## src/rtl/comb_bcd_converter.sv

```systemverilog
// comb_bcd_converter: serial double-dabble binary-to-BCD converter; define COMB_BCD_BLANK_EN to blank leading zero digits.
module comb_bcd_converter #(
  parameter int BIN_W  = 15,
  parameter int DIGITS = 5,
  parameter int CNT_W  = 4
) (
  input  logic                  clk,
  input  logic                  rst,
  input  logic                  start,
  input  logic [BIN_W-1:0]      bin_in,
  output logic                  busy,
  output logic                  valid,
  output logic [4*DIGITS-1:0]   bcd_out
);
  typedef enum logic [1:0] {IDLE, SHIFT, DONE} state_t;
  state_t state_q, state_d;
  logic [BIN_W-1:0]    bin_q, bin_d;
  logic [4*DIGITS-1:0] scr_q, scr_d, adj, res, bcd_q, bcd_d;
  logic [CNT_W-1:0]    cnt_q, cnt_d;
  logic                valid_q, valid_d;
  for (genvar i = 0; i < DIGITS; i++) begin : g_adj
    assign adj[4*i +: 4] = scr_q[4*i +: 4] >= 4'd5 ? scr_q[4*i +: 4] + 4'd3 : scr_q[4*i +: 4];
  end
`ifdef COMB_BCD_BLANK_EN
  logic lead;
  always_comb begin
    res = scr_q;
    lead = 1'b1;
    for (int i = DIGITS - 1; i > 0; i--) begin
      if (lead && scr_q[4*i +: 4] == 4'd0) res[4*i +: 4] = 4'hF;
      else lead = 1'b0;
    end
  end
`else
  assign res = scr_q;
`endif
  always_comb begin
    state_d = state_q;
    bin_d   = bin_q;
    scr_d   = scr_q;
    cnt_d   = cnt_q;
    bcd_d   = bcd_q;
    valid_d = 1'b0;
    case (state_q)
      IDLE: if (start) begin
        bin_d   = bin_in;
        scr_d   = '0;
        cnt_d   = '0;
        state_d = SHIFT;
      end
      SHIFT: begin
        {scr_d, bin_d} = {adj, bin_q} << 1;
        cnt_d   = cnt_q + 1'b1;
        state_d = cnt_q == CNT_W'(BIN_W - 1) ? DONE : SHIFT;
      end
      DONE: begin
        bcd_d   = res;
        valid_d = 1'b1;
        state_d = IDLE;
      end
      default: state_d = IDLE;
    endcase
  end
  always_ff @(posedge clk) begin
    if (rst) begin
      state_q <= IDLE;
      bin_q   <= '0;
      scr_q   <= '0;
      cnt_q   <= '0;
      bcd_q   <= '0;
      valid_q <= 1'b0;
    end else begin
      state_q <= state_d;
      bin_q   <= bin_d;
      scr_q   <= scr_d;
      cnt_q   <= cnt_d;
      bcd_q   <= bcd_d;
      valid_q <= valid_d;
    end
  end
  assign busy    = state_q != IDLE;
  assign valid   = valid_q;
  assign bcd_out = bcd_q;
endmodule

```

## config.mk

```make
export PLATFORM = sky130hd
export DESIGN_NAME = comb_bcd_converter
export DESIGN_NICKNAME = d
export VERILOG_FILES = /design/src/rtl/comb_bcd_converter.sv
export SDC_FILE = /design/constraint.sdc
export NUM_CORES = 1
export LEC_CHECK = 0
export ABC_AREA = 1
export CAP_MARGIN = 25
export CORE_AREA = 10 10 75 93
export DETAILED_ROUTE_END_ITERATION = 8
export DIE_AREA = 0 0 85 103
export HOLD_SLACK_MARGIN = 0.12
export PLACE_DENSITY_LB_ADDON = 0.15
export SYNTH_ARGS = -nofsm -noshare
export SYNTH_HDL_FRONTEND = slang
export SYNTH_SLANG_ARGS = --single-unit
```

## constraint.sdc

```tcl
create_clock -name clk -period 2.5 [get_ports clk]
set_input_delay 0.25 -clock clk [delete_from_list [all_inputs] [get_ports clk]]
set_output_delay 0.25 -clock clk [all_outputs]
set_load 0.05 [all_outputs]
```

* Word-level counts from Yosys, hierarchy flattened *
Cells that the tools add are included.

word-level totals
  bits in registers = 62
  bits of input ports = 18
  output and inout bits = 22

operators by class
  add/subtract/negate cells = 6
  $lt $le $gt $ge = 5
  eq/ne operators = 4
  muxes and demuxes = 15
  reductions and logical operators = 4

operators with widths
  kind                   number
  $pmux W20 S2           1
  $pmux W15 S2           1
  $ge A4 B3 Y1 const B   5
  $mux W20               1
  $mux W4                5
  $add A4 B2 Y4 const B  4
  $mux W15               1
  $pmux W4 S2            1
  $add A4 B1 Y4 const B  1
  $eq A4 B4 Y1 const B   1
  $mux W2                2
  $pmux W2 S2            1
  $reduce_bool A2 Y1     2
  $add A3 B2 Y3 const B  1
  $mux W3                1
  $eq A2 B1 Y1 const B   1
  $eq A2 B2 Y1 const B   1
  $logic_not A2 Y1       1
  $ne A2 B2 Y1 const B   1
  $reduce_and A2 Y1      1
  $mux W1                1

* Depth between registers and ports, before layout *
  depth after elaboration = 3
  mapped depth = 9
  gate-level depth less buffers = 9

* Least setup slack after synthesis *
Ideal clock, no wire load.

  path type = reg-to-reg
  start = reg scr_q[0], in the netlist res[0]
  end = reg scr_q[4], in the netlist res[4]
  setup time = 0.065 ns
  data arrival time = 1.116 ns
  required time = 2.435 ns
  path slack = 1.319 ns
  cell stages (with the launch flop) = 10
  path buffers = 0
  cell sequence = dfxtp_1 > inv_1 > ha_1 > inv_1 > nand2_1 > nand3_1 > nand2_1 > nor2_1 > nor2_1 > nor2_1

between the ends
  longest elaborated chain between the ends = 3
  elaborated cells between the ends (all ways) = 4
  those cells by class = add/sub (1); order compare (1); mux (2)

ends and longest elaborated chain
  element                                        RTL line  RTL
  start: declaration                             18        logic [4*DIGITS-1:0] scr_q, scr_d, adj, res, bcd_q, bcd_d;
  start signal: assignment                       75        scr_q <= scr_d;
  $add A4 B2 Y4 or $ge A4 B3 Y1 (tied branches)  22        assign adj[4*i +: 4] = scr_q[4*i +: 4] >= 4'd5 ? scr_q[4*i +: 4] + 4'd3 : scr_q[4*i +: 4];
  $mux W4 *                                      22
  $pmux W20 S2 *                                 44        case (state_q)

Mark *: on every way between the ends. The rest lies on a longest branch, timed or not.
A chain may end at the register's enable or synchronous reset.

* Final worst setup path *
  start = reg state_q[0]
  end = out busy

between the ends
  longest elaborated chain between the ends = 1

ends and longest elaborated chain
  element                   RTL line  RTL
  start: declaration        16        state_t state_q, state_d;
  start signal: assignment  73        state_q <= state_d;
  $reduce_bool A2 Y1        81        assign busy = state_q != IDLE;
  end: declaration          11        output logic busy,

Every way passes these cells.

==> reports/metrics.csv <==
stage;metric;value;unit
flow_run;max capacitance violation total;0;
setup_path;flop2flop setup slack;1.11;ns
setup_path;WP buf/inv;2;
setup_path;WP data required;2.25;ns
placed_design;Port Buf Inserts;39;
global_routing;initial antenna violation count;0;
synthesis;Seq/Total Area, Yosys;42.6;%
clock_tree;root buffer cell;clkbuf_8;
cells_and_area;final core utilization;66.2;%
clock_tree;CTS tree;built;
synthesis;post-synthesis register bit count;62;
global_routing;first-pass GRT wire length;10.8;mm
setup_path;Setup crit end kind;output port;
timing;Slew HR;65.4;%
die;row count;30;
setup_path;Worst Path Class, Setup;reg -> out;
synthesis;Syn Nets;423;
route;drt pass-1 iters;4;
cells_and_area;diode count;0;
die;core area;0.00529;mm2
cells_and_area;fin area;0.00350;mm2
synthesis;top cells by area, synth;dfxtp_1 (43%), nand2_1 (11%), nand3_1 (6.0%);
route;post-route ant nets;0;
setup_path;crit path DAT;1.67;ns
cells_and_area;share of layout cells above drive strength 1;10.6;%
clock_tree;H-tree Lvls;3;
die;I/O pin cnt;40;
placed_design;worst slack, placed;0.918;ns
clock_tree;Resized cells post-CTS;0;
placed_design;placed inst area;0.00330;mm2
timing;Setup WS post-layout;0.575;ns
setup_path;Worst setup SP type;flip-flop;
global_routing;vias in the first global route;2442;
die;die width;85;um
clock_tree;hold_buf cts;0;
route;via count;2597;
timing;RSZ-0062 raised after global routing;no;
synthesis;Yosys top cell area share;42.6;%
worst_hold_path;class of the worst hold path;reg -> reg;
cells_and_area;Cell Count, Final, Fillers Out;497;
cells_and_area;NumNets Final;459;
global_routing;Overall Global Routing Usage;15.0;%
power_and_ir_drop;VDD IR max;0.417;mV
setup_path;crit-path cells;inv_1 -> nand2_1 -> clkdlybuf4s50_1;
die;DIE AREA;0.00876;mm2
power_and_ir_drop;Tot Pwr;2.09;mW
synthesis;post-synthesis simple-gate area fraction;27.3;%
die;Initial Utilization;55.1;%
clock_tree;Reg clk slew, reported paths;0.06;ns
timing;Final Cycle Share;77.0;%
synthesis;synthesized area per cell;7.42;um2
outcome;status;completed;
global_routing;grt ovf;0;
clock_tree;worst-case clock buffer depth;2;
setup_path;CP max stage delay;0.79;ns
synthesis;Adder-Cell Fraction of Synth Area;5.15;%
die;die extent in y;103;um
power_and_ir_drop;PwrDens;597;mW/mm2
synthesis;largest family of logic cells by synthesized area;simple AND/OR/NAND/NOR gates;
timing;Slew @ Worst Pin;0.517;ns
timing;Final Critical Period;1.92;ns
clock_tree;number of post-CTS setup repair buffers;0;
synthesis;Yosys cell types;23;
setup_path;crit-path leading delay family;buffers and inverters;
timing;Final Hold Vio Count;0;
synthesis;Compound-Gate Fraction of Synth Area;16.1;%
placed_design;RD Place Congestion;0.792;
synthesis;post-synthesis xor/xnor area fraction;0;%
cells_and_area;P&R area growth vs syn;20.2;%
timing;setup TNS;0;ns
synthesis;synth warn;0;
synthesis;Gate Count Post-Synth;393;
clock_tree;worst skew pair latency;0.35;ns
route;WL final;6.31;mm
timing;final setup skew;0.00735;ns
route;DR iter-0 viols;188;
synthesis;mux contribution to synthesized area;0;%
setup_path;Crit Path Max Fanout;4;
timing;Slew Limit Fails;0;
timing;Fin Hold WS;0.457;ns
route;vias per inst;5.23;
global_routing;pin count of the biggest net entering global routing;37;
setup_path;crit path max-delay cell type;clkdlybuf4s50_1;
placed_design;Detailed Place HPWL;4.35;mm
timing;# setup viols final;0;
synthesis;cell taking the most area after synthesis;dfxtp_1;
clock_tree;cts bufs inserted;9;
placed_design;Post-Place Cells;482;
clock_tree;clk sinks;62;
route;drc violations;0;
power_and_ir_drop;Leak;1.46;nW
timing;Max Fclk;0.520;GHz
synthesis;Mapped Area;0.00292;mm2
route;wire per inst;12.7;um
path summary, 6_finish.rpt:
| kind | startpoint | to | cells after the start |
|---|---|---|---|
| setup / recovery | state_q[0] | busy | 3 |
| hold / removal | bin_q[11] | bin_q[12] | 2 |
| setup reg to reg | res[0] | res[4] | 9 |
| hold reg to reg | bin_q[11] | bin_q[12] | 2 |
flip-flops by register name (all words and copies together) (netlist names):
| register | cells |
|---|---|
| valid | 1 |
| cnt_q | 4 |
| res | 20 |
| state_q | 2 |
| bin_q | 15 |
| bcd_out | 20 |
area by class of cell:
type                            instances  area [um2]
Fill cell                             456        1790
Clock inverter                          5        75.1
Inverter                               39         151
Sequential cell                        62        1240
Multi-Input combinational cell        275        1420
Timing Repair Buffer                   42         413
Clock buffer                           10         128
Tap cell                               64        80.1
worst min-delay path, delay by kind of cell, from the launching register on:
family | cells | cell delay [ns]
and+or+nand+nor | 1 | 0.06
DFF | 1 | 0.31
AOI/OAI and AO/OA | 1 | 0.05
cells in the mapped netlist, drive strengths merged:
| master | count |
|---|---|
| o31ai | 1 |
| nor2 | 34 |
| nor3 | 1 |
| buf | 16 |
| inv | 39 |
| nand3 | 35 |
| o21ai | 35 |
| a21oi | 40 |
| clkbuf | 1 |
| nand4 | 10 |
| nand2 | 100 |
| o21bai | 1 |
| dfxtp | 62 |
| o211ai | 4 |
| a31oi | 2 |
| ha | 12 |
cell usage in the layout, fill, tap and decap left out, drive strengths merged, types with 2 or more instances in the layout:
master         synthesis  routed
nand4                 10      10
dfxtp                 62      62
clkdlybuf4s50          0      39
a31oi                  2       2
clkbuf                 1      10
ha                    12      12
o21ai                 35      35
inv                   39      39
o211ai                 4       4
nand2                100     100
clkinv                 0       3
nor2                  34      34
a21oi                 40      40
nand3                 35      35
bufinv                 0       2
buf                   16       3
kinds of logic (layout without fill, tap and decap cells):
group | count (synthesis) | in the layout
AND/OR/NAND/NOR | 180 | 180
flip-flops | 62 | 62
buffers and inverters | 56 | 96
AO/OA/AOI/OAI | 83 | 83
adder cells (fa/ha/maj) | 12 | 12
report_power, final:
group / internal, mW / total (mW) / switching, mW
sequential: 1.01 / 1.02 / 0.0116
clock: 0.550 / 0.932 / 0.381
combinational: 0.0544 / 0.140 / 0.0857
layer usage:
metal | global-route usage (%) | vias to the layer above | share of wire [%]
li1 | - | 1360 | -
met1 | 16.3 | 1160 | 44
met2 | 25.2 | 65 | 48
met3 | 4.35 | 12 | 5.3
met4 | 9.14 | 0 | 2.4
met5 | 0 | - | 0
Note: power is estimated with default switching activity, not from simulation.
